$ cat src/rtl/conv_ctrl.sv
// Sequencer for a 3x3 sliding-window convolution: column intake, window issue,
// credit-limited result buffering and output coordinate tracking.
module conv_ctrl #(
    parameter int unsigned IMG_HEIGHT = 480,
    parameter int unsigned IMG_WIDTH  = 640,
    parameter int unsigned CONV_LAT   = 2,
    parameter int unsigned RES_NB     = 19
) (
    input  logic              clk100,
    input  logic              in_reset,
    input  logic              i_start,
    input  logic              i_col_valid,
    output logic              o_col_ready,
    output logic              o_shift,
    output logic              o_win_valid,
    output logic [8:0]        o_row,
    input  logic [RES_NB-1:0] i_pixel,
    output logic [RES_NB-1:0] o_pixel,
    output logic              o_pixel_valid,
    input  logic              i_pixel_ready,
    output logic [9:0]        o_x,
    output logic [8:0]        o_y,
    output logic              o_busy,
    output logic              o_done
);

    localparam int unsigned ROW_W      = 9;
    localparam int unsigned X_W        = 10;
    localparam int unsigned FIFO_DEPTH = 4;
    localparam int unsigned PTR_W      = 2;
    localparam int unsigned CNT_W      = 3;
    localparam int unsigned CRD_W      = 4;
    localparam int unsigned FILL_W     = 2;
    localparam int unsigned FILL_COLS  = 3;
    localparam int unsigned COL_W      = $clog2(IMG_WIDTH + 1);

    localparam logic [ROW_W-1:0]  LAST_ROW  = ROW_W'(IMG_HEIGHT - 3);
    localparam logic [X_W-1:0]    LAST_X    = X_W'(IMG_WIDTH - 3);
    localparam logic [COL_W-1:0]  ALL_COLS  = COL_W'(IMG_WIDTH);
    localparam logic [FILL_W-1:0] FILL_LAST = FILL_W'(FILL_COLS - 1);

    typedef enum logic [2:0] {
        IDLE  = 3'd0,
        FILL  = 3'd1,
        RUN   = 3'd2,
        NEXT  = 3'd3,
        DRAIN = 3'd4
    } state_t;

    state_t              state_q;
    state_t              state_d;

    logic [ROW_W-1:0]    row_q;
    logic [COL_W-1:0]    col_cnt_q;
    logic [FILL_W-1:0]   fill_cnt_q;
    logic [CONV_LAT-1:0] pipe_q;
    logic [CNT_W-1:0]    inflight_q;

    logic [RES_NB-1:0]   mem_q [FIFO_DEPTH];
    logic [PTR_W-1:0]    wr_ptr_q;
    logic [PTR_W-1:0]    rd_ptr_q;
    logic [CNT_W-1:0]    fifo_cnt_q;

    logic [X_W-1:0]      x_q;
    logic [ROW_W-1:0]    y_q;

    logic                accept;
    logic                take;
    logic                fifo_wr;
    logic                credit_ok;
    logic                last_take;
    logic                frame_start;

    // Handshake decode and credit check; a take this cycle frees one slot.
    always_comb begin
        accept      = i_col_valid && o_col_ready;
        take        = o_pixel_valid && i_pixel_ready;
        fifo_wr     = pipe_q[CONV_LAT-1];
        credit_ok   = (CRD_W'(fifo_cnt_q) + CRD_W'(inflight_q))
                      < (CRD_W'(FIFO_DEPTH) + CRD_W'(take));
        last_take   = take && (x_q == LAST_X) && (y_q == LAST_ROW);
        frame_start = (state_q == IDLE) && i_start;
    end

    // State register.
    always_ff @(posedge clk100 or negedge in_reset) begin
        if (!in_reset) begin
            state_q <= IDLE;
        end else begin
            state_q <= state_d;
        end
    end

    // Next-state and per-state control outputs.
    always_comb begin
        state_d     = state_q;
        o_col_ready = 1'b0;
        o_win_valid = 1'b0;
        o_busy      = 1'b1;
        case (state_q)
            IDLE: begin
                o_busy = 1'b0;
                if (i_start) begin
                    state_d = FILL;
                end
            end
            FILL: begin
                o_col_ready = 1'b1;
                if (i_col_valid && (fill_cnt_q == FILL_LAST)) begin
                    state_d = RUN;
                end
            end
            RUN: begin
                o_win_valid = credit_ok;
                if (credit_ok && (row_q == LAST_ROW)) begin
                    state_d = (col_cnt_q < ALL_COLS) ? NEXT : DRAIN;
                end
            end
            NEXT: begin
                o_col_ready = 1'b1;
                if (i_col_valid) begin
                    state_d = RUN;
                end
            end
            DRAIN: begin
                if ((inflight_q == '0) &&
                    ((fifo_cnt_q == '0) || ((fifo_cnt_q == CNT_W'(1)) && take))) begin
                    state_d = IDLE;
                end
            end
            default: begin
                state_d = IDLE;
            end
        endcase
    end

    // Column intake counters and window row pointer.
    always_ff @(posedge clk100 or negedge in_reset) begin
        if (!in_reset) begin
            fill_cnt_q <= '0;
            col_cnt_q  <= '0;
            row_q      <= '0;
        end else begin
            if (frame_start) begin
                fill_cnt_q <= '0;
                col_cnt_q  <= '0;
                row_q      <= '0;
            end
            if (accept) begin
                col_cnt_q <= col_cnt_q + COL_W'(1);
                if (state_q == FILL) begin
                    fill_cnt_q <= fill_cnt_q + FILL_W'(1);
                end
            end
            if (o_win_valid) begin
                row_q <= (row_q == LAST_ROW) ? '0 : row_q + ROW_W'(1);
            end
        end
    end

    // Datapath latency tracker: one bit per cycle of flight, plus a running count.
    always_ff @(posedge clk100 or negedge in_reset) begin
        if (!in_reset) begin
            pipe_q     <= '0;
            inflight_q <= '0;
        end else begin
            pipe_q[0] <= o_win_valid;
            for (int i = 1; i < int'(CONV_LAT); i++) begin
                pipe_q[i] <= pipe_q[i-1];
            end
            inflight_q <= inflight_q + CNT_W'(o_win_valid) - CNT_W'(fifo_wr);
        end
    end

    // Result FIFO; credits guarantee a write never lands on a full buffer.
    always_ff @(posedge clk100 or negedge in_reset) begin
        if (!in_reset) begin
            for (int i = 0; i < int'(FIFO_DEPTH); i++) begin
                mem_q[i] <= '0;
            end
            wr_ptr_q   <= '0;
            rd_ptr_q   <= '0;
            fifo_cnt_q <= '0;
        end else begin
            if (fifo_wr) begin
                mem_q[wr_ptr_q] <= i_pixel;
                wr_ptr_q        <= wr_ptr_q + PTR_W'(1);
            end
            if (take) begin
                rd_ptr_q <= rd_ptr_q + PTR_W'(1);
            end
            fifo_cnt_q <= fifo_cnt_q + CNT_W'(fifo_wr) - CNT_W'(take);
        end
    end

    // Output coordinates: y walks down a column, x advances on column wrap.
    always_ff @(posedge clk100 or negedge in_reset) begin
        if (!in_reset) begin
            x_q <= '0;
            y_q <= '0;
        end else begin
            if (frame_start) begin
                x_q <= '0;
                y_q <= '0;
            end
            if (take) begin
                if (y_q == LAST_ROW) begin
                    y_q <= '0;
                    x_q <= (x_q == LAST_X) ? '0 : x_q + X_W'(1);
                end else begin
                    y_q <= y_q + ROW_W'(1);
                end
            end
        end
    end

    // Output mapping.
    always_comb begin
        o_shift       = accept;
        o_row         = row_q;
        o_pixel       = mem_q[rd_ptr_q];
        o_pixel_valid = (fifo_cnt_q != '0);
        o_x           = x_q;
        o_y           = y_q;
        o_done        = last_take;
    end

endmodule

$ cat config.mk
export PLATFORM = sky130hd
export DESIGN_NAME = conv_ctrl
export DESIGN_NICKNAME = d
export VERILOG_FILES = /design/src/rtl/conv_ctrl.sv
export SDC_FILE = /design/constraint.sdc
export NUM_CORES = 1
export LEC_CHECK = 0
export ABC_AREA = 0
export CAP_MARGIN = 20
export CORE_ASPECT_RATIO = 0.6
export CORE_MARGIN = 1.5
export CORE_UTILIZATION = 30
export CTS_BUF_LIST = sky130_fd_sc_hd__clkbuf_8 sky130_fd_sc_hd__clkbuf_16
export CTS_CLUSTER_SIZE = 12
export DETAILED_ROUTE_END_ITERATION = 10
export GPL_TIMING_DRIVEN = 1
export SYNTH_ARGS = -nofsm -noshare
export SYNTH_HDL_FRONTEND = slang
export SYNTH_SLANG_ARGS = --single-unit
$ cat constraint.sdc
create_clock -name clk100 -period 3.2 [get_ports clk100]
set_input_delay 0.48 -clock clk100 [delete_from_list [all_inputs] [get_ports clk100]]
set_output_delay 0.48 -clock clk100 [all_outputs]
set_load 0.02 [all_outputs]
Word level (Yosys, flattened, before mapping)
Cells that the tools add are included.
{"block": "totals", "reg_bits": 131, "input_bits": 24, "out_inout_bits": 53, "elab_cells": 99}
{"block": "classes", "addsub": 13, "order_cmp": 5, "eq_ne": 14, "n_mux": 30, "bitwise": 2, "reduce_logical": 20}
{"cell": "76-bit bitwise mux", "count": 1}
{"cell": "10-bit 2-to-1 mux", "count": 6}
{"cell": "19-bit 2-to-1 mux", "count": 3}
{"cell": "9-bit 2-to-1 mux", "count": 5}
{"cell": "19-bit binary-select mux with 2-bit select", "count": 1}
{"cell": "19-bit demux with 2-bit select", "count": 1}
{"cell": "10-bit by 1-bit adder with 10-bit output, second input constant", "count": 2}
{"cell": "9-bit by 1-bit adder with 9-bit output, second input constant", "count": 2}
{"cell": "9-bit equality test, second input constant", "count": 2}
{"cell": "3-bit 2-to-1 mux", "count": 6}
{"cell": "3-bit one-hot mux with 5 select lines", "count": 1}
{"cell": "10-bit equality test, second input constant", "count": 1}
{"cell": "1-bit logical AND", "count": 10}
{"cell": "10-bit < comparator, second input constant", "count": 1}
{"cell": "2-bit != test, second input constant", "count": 5}
{"cell": "3-bit logical NOT", "count": 3}
{"cell": "2-bit by 1-bit adder with 2-bit output, second input constant", "count": 3}
{"cell": "3-bit by 1-bit adder with 3-bit output", "count": 2}
{"cell": "3-bit by 1-bit equality test with 1-bit output, second input constant", "count": 2}
{"cell": "3-bit by 2-bit equality test with 1-bit output, second input constant", "count": 2}
{"cell": "3-bit greater-or-equal comparator, second input constant", "count": 2}
{"cell": "2-bit 2-to-1 mux", "count": 3}
{"cell": "2-bit NOT with 3-bit output", "count": 2}
{"cell": "2-bit nonzero test", "count": 3}
{"cell": "other kinds (12)", "count": 15}

Longest topological paths before layout
{"block": "depth", "ltp_word": 7, "depth_mapped": 11, "mapped_depth_nobuf": 10}

Least setup slack after synthesis
Ideal clock, no wire load.
{"block": "synth_path", "path_type": "flip-flop to flip-flop", "from": "reg fifo_cnt_q[0]", "to": "reg inflight_q[2]", "setup_time_ns": 0.123, "arrival_time_ns": 2.767, "required_time_ns": 3.077, "slack_ns": 0.310, "path_stages_with_launch": 11, "n_path_buf": 1, "synth_period_minus_slack_ns": 2.890, "cell_sequence": "dfrtp_1 > ha_1 > fa_1 > o31a_4 > nor3_4 > buf_4 > ha_1 > inv_1 > fa_1 > xnor2_1 > xnor2_1"}
{"block": "synth_via", "elab_chain_len": 7, "word_cells_on_any_way": 8, "classes_between": "4 x add/sub; 1 x order compare; 1 x mux; 2 x reduce/logical"}
{"item": "start, declared", "line_no": "62", "source": "logic [CNT_W-1:0] fifo_cnt_q;"}
{"item": "start signal, assigned", "line_no": "192", "source": "fifo_cnt_q <= fifo_cnt_q + CNT_W'(fifo_wr) - CNT_W'(take);"}
{"item": "3-bit nonzero test", "line_no": "222", "source": "o_pixel_valid = (fifo_cnt_q != '0);"}
{"item": "1-bit logical AND", "line_no": "77", "source": "take = o_pixel_valid && i_pixel_ready;"}
{"item": "3-bit by 1-bit adder with 4-bit output", "line_no": "80", "source": "< (CRD_W'(FIFO_DEPTH) + CRD_W'(take));"}
{"item": "4-bit < comparator (*)", "line_no": "80"}
{"item": "1-bit 2-to-1 mux (*)", "line_no": "100", "source": "case (state_q)"}
{"item": "net o_win_valid", "line_no": "15", "source": "output logic o_win_valid,"}
{"item": "3-bit by 1-bit adder with 3-bit output (*)", "line_no": "171", "source": "inflight_q <= inflight_q + CNT_W'(o_win_valid) - CNT_W'(fifo_wr);"}
{"item": "3-bit by 1-bit subtractor with 3-bit output (*)", "line_no": "171"}
{"item": "end signal, assigned", "line_no": "171"}
{"item": "end, declared", "line_no": "57", "source": "logic [CNT_W-1:0] inflight_q;"}
Mark *: on every way through the listed nets, which the timed path passes. The rest lies on a longest branch.
A chain may end at the register's enable or synchronous reset.

Final worst setup path
{"block": "layout_path", "from": "reg fifo_cnt_q[0]", "to": "out o_win_valid"}
{"block": "layout_via", "elab_chain_len": 5, "word_cells_on_any_way": 6, "classes_between": "2 x add/sub; 1 x order compare; 1 x mux; 2 x reduce/logical"}
{"item": "3-bit nonzero test", "line_no": "222"}
{"item": "1-bit logical AND", "line_no": "77"}
{"item": "3-bit by 1-bit adder with 4-bit output", "line_no": "80"}
{"item": "4-bit < comparator (*)", "line_no": "80"}
{"item": "1-bit 2-to-1 mux (*)", "line_no": "100"}
{"item": "end, declared", "line_no": "15"}
Every way passes the cells marked *; elsewhere a longest branch is shown, timed or not.

==> impl_metrics.sql <==
INSERT INTO impl_metrics (metric_group, metric, value, unit) VALUES
('synthesis', 'synthDistinctLibCells', '51', ''),
('floorplan', 'design.die.area', '21900', 'um^2'),
('global_route', 'grt-busiest-layer', 'met2', ''),
('final_layout', 'area_growth', '26.8', '%'),
('timing', 'finalHoldViolCount', '0', ''),
('place', 'place_congestion', '0.786', ''),
('timing', 'final_count_of_pins_violating_max_slew', '0', ''),
('global_route', 'grt_max_degree', '67', ''),
('synthesis', 'synth_area_leaders', 'dfrtp_1 (52%), mux2_2 (14%), mux4_2 (6.8%), ha_1 (3.8%), o21ai_0 (2.2%)', ''),
('synthesis', 'yosys_warnings', '0', ''),
('synthesis', 'synthFlopType', 'dfrtp_1', ''),
('global_route', 'use_met3', '4.95', '%'),
('floorplan', 'chipWidth', '190', 'um'),
('timing', 'transition_time_at_the_pin_with_the_least_slew_margin', '0.795', 'ns'),
('run_status', 'outcome', 'finished, final reports clean', ''),
('drt', 'first_drt_pass_iteration_count', '4', ''),
('timing', 'setup_repair_after_global_routing_missed_its_margin', 'false', ''),
('critical_path', 'regToRegSetupSlack', '0.34', 'ns'),
('cts', 'clock_insertion_delay_at_the_later_pin_of_the_skew_report', '0.42', 'ns'),
('critical_path', 'worstSetupEndpointType', 'output port', ''),
('drt', 'drcViolationCount', '0', ''),
('timing', 'fin_crit_sh', '96.4', '%'),
('synthesis', 'synth_seq_area_share', '52.1', '%'),
('drt', 'drt-wirelength-per-cell', '16.6', 'um'),
('critical_path', 'crit_arrival', '2.61', 'ns'),
('place', 'placed_area', '7380', 'um^2'),
('timing', 'worst_clock_skew', '0.0100', 'ns'),
('global_route', 'grt_pass1_wl', '23.6', 'mm'),
('critical_path', 'timing.critical_path.cells', 'ha_1, fa_1, o31a_4, nor3_4, dlygate4sd2_1', ''),
('floorplan', 'initial_utilization', '31.0', '%'),
('floorplan', 'rows', '40', ''),
('synthesis', 'ys_seq_elements', '131', ''),
('place', 'dp.final_hpwl', '10.1', 'mm'),
('power_and_ir_drop', 'ir_worst_vdd', '0.000581', 'V'),
('synthesis', 'yosysTopAreaCellShare', '52.1', '%'),
('global_route', 'grt_pass1_vias', '4453', ''),
('floorplan', 'pin_count', '77', ''),
('cts', 'cts.htree.levels', '4', ''),
('synthesis', 'syn-mean-instance-area', '12.7', 'um^2'),
('floorplan', 'design.core.area', '20300', 'um^2'),
('critical_path', 'required', '2.72', 'ns'),
('drt', 'detail_route.wirelength', '14.4', 'mm'),
('timing', 'timing.final.crit_period', '3.09', 'ns'),
('run', 'max_cap_viols', '0', ''),
('cts', 'cts_sinks', '131', ''),
('global_route', 'initial_antenna_violation_count', '0', ''),
('drt', 'via_count', '4364', ''),
('global_route', 'grt_use_total', '14.0', '%'),
('drt', 'drt_first_iter_violations', '273', ''),
('synthesis', 'mappedNetlistNets', '542', ''),
('cts', 'post-cts-setup-buffer-count', '0', ''),
('power_and_ir_drop', 'leakage', '3.28', 'nW'),
('power_and_ir_drop', 'power_density', '1030', 'nW/um^2'),
('drt', 'via_per_inst', '5.02', ''),
('timing', 'tns', '0', 'ns'),
('cts', 'root_buffer', 'clkbuf_16', ''),
('synthesis', 'synth_edf_count', '0', ''),
('timing', 'max-slew-margin-rel', '46.9', '%'),
('cts', 'tritoncts.num_buffers', '17', ''),
('final_layout', 'fin_area', '7970', 'um^2'),
('place', 'port-buffer-count', '76', ''),
('critical_path', 'start_kind', 'flop', ''),
('critical_path', 'crit_path_max_fanout', '5', ''),
('cts', 'cts_tree', 'built', ''),
('final_layout', 'layout.nets', '629', ''),
('cts', 'max-clock-path-buffers', '2', ''),
('synthesis', 'mappedNetlistArea', '6290', 'um^2'),
('floorplan', 'die_height', '115', 'um'),
('critical_path', 'cp_top_family', 'adder cells', ''),
('timing', 'fmaxAchievable', '324', 'MHz'),
('critical_path', 'timing_worst_setup_path_type', 'flop to output port', '');
## area by class of cell
class	instances	area, um^2
fill	1910	12300
sequential	131	3280
inverter	21	78.8
clock buffer	18	439
multi-input combinational	328	2850
tap	273	342
timing repair buffer	84	833
clock inverter	14	151
## cell families (layout without fill, tap and decap cells)
family,count (synthesis),count (layout),share of synthesized area [%]
xor gates and xnor gates,11,11,1.53
buffers and inverters,37,137,2.51
muxes,101,101,21.4
AOI/OAI and AO/OA,72,72,7.38
DFF,131,131,52.1
and+or+nand+nor,122,122,10.3
adders and majority gates,22,22,4.74
## synth_stat cells (all sizes together), types with 4 or more instances
library cell  count
a21oi            13
a31oi             6
and3              5
buf              10
clkbuf            6
dfrtp           131
ha               19
inv              21
mux2             77
mux2i             5
mux4             19
nand2            37
nand2b            5
nand3            20
nand4            10
nor2             18
nor3              8
o211ai            5
o21ai            29
o31ai             5
xnor2             7
xor2              4
## sequential cells by signal, indices dropped and copies added, names as in the netlist
register / count
col_cnt_q: 10
fifo_cnt_q: 3
fill_cnt_q: 2
inflight_q: 3
mem_q: 76
o_row: 9
o_x: 10
o_y: 9
pipe_q: 2
rd_ptr_q: 2
state_q: 3
wr_ptr_q: 2
## through the flow
stage                     total power [mW]  worst slack (ns)  cells  util, %  hold WS (ns)
after floorplan                       5.12             0.310    496        -         0.184
final                                 8.25             0.115    869     39.3        0.0365
after global placement                6.24             0.231    837     36.4         0.341
after CTS                             8.37           0.00778    869     39.3        0.0641
after detailed placement              6.39             0.159    837     36.4         0.345
after global routing                  8.79           0.00119    869     39.3        0.0835
## path summary, 6_finish.rpt
path,startpoint,end,cells past startpoint
setup / recovery,fifo_cnt_q[0],o_win_valid,5
hold / removal,in_reset,o_row[7],1
setup reg to reg,fifo_cnt_q[0],inflight_q[2],9
hold reg to reg,pipe_q[0],pipe_q[1],0
max in group asynchronous,in_reset,col_cnt_q[7],2
min in group clk100,pipe_q[0],pipe_q[1],0
## cell usage in the layout (no fill, tap or decap), types with 6 or more instances in the layout
cell type,count
dfrtp_1,131
nand3_1,20
ha_1,19
nor2_1,17
nand2_1,37
nand4_1,10
inv_1,21
buf_4,7
mux2_2,77
clkdlybuf4s50_1,74
a31oi_1,6
clkbuf_16,17
o21ai_0,28
xnor2_1,7
a21oi_1,13
mux4_2,19
## timing repair
action,CTS,global route
hold buffers,0,0
endpoints found under the setup margin,1,1
gates resized for setup,1,0
pin swaps,0,1
endpoints found under the hold margin,0,0
## per-layer routing
layer / routed length [um] / up-vias / part of all wire, %
li1: - / 2002 / -
met1: 7190 / 2225 / 50
met2: 6160 / 122 / 43
met3: 900 / 15 / 6.3
met4: 148 / 0 / 1.0
met5: 0 / - / 0
## power breakdown
part	switching (mW)	total [mW]	internal (mW)
sequential	0.473	2.79	2.32
clock	0.760	1.94	1.18
combinational	1.69	3.52	1.84
Power figures use the tool's default switching activity.
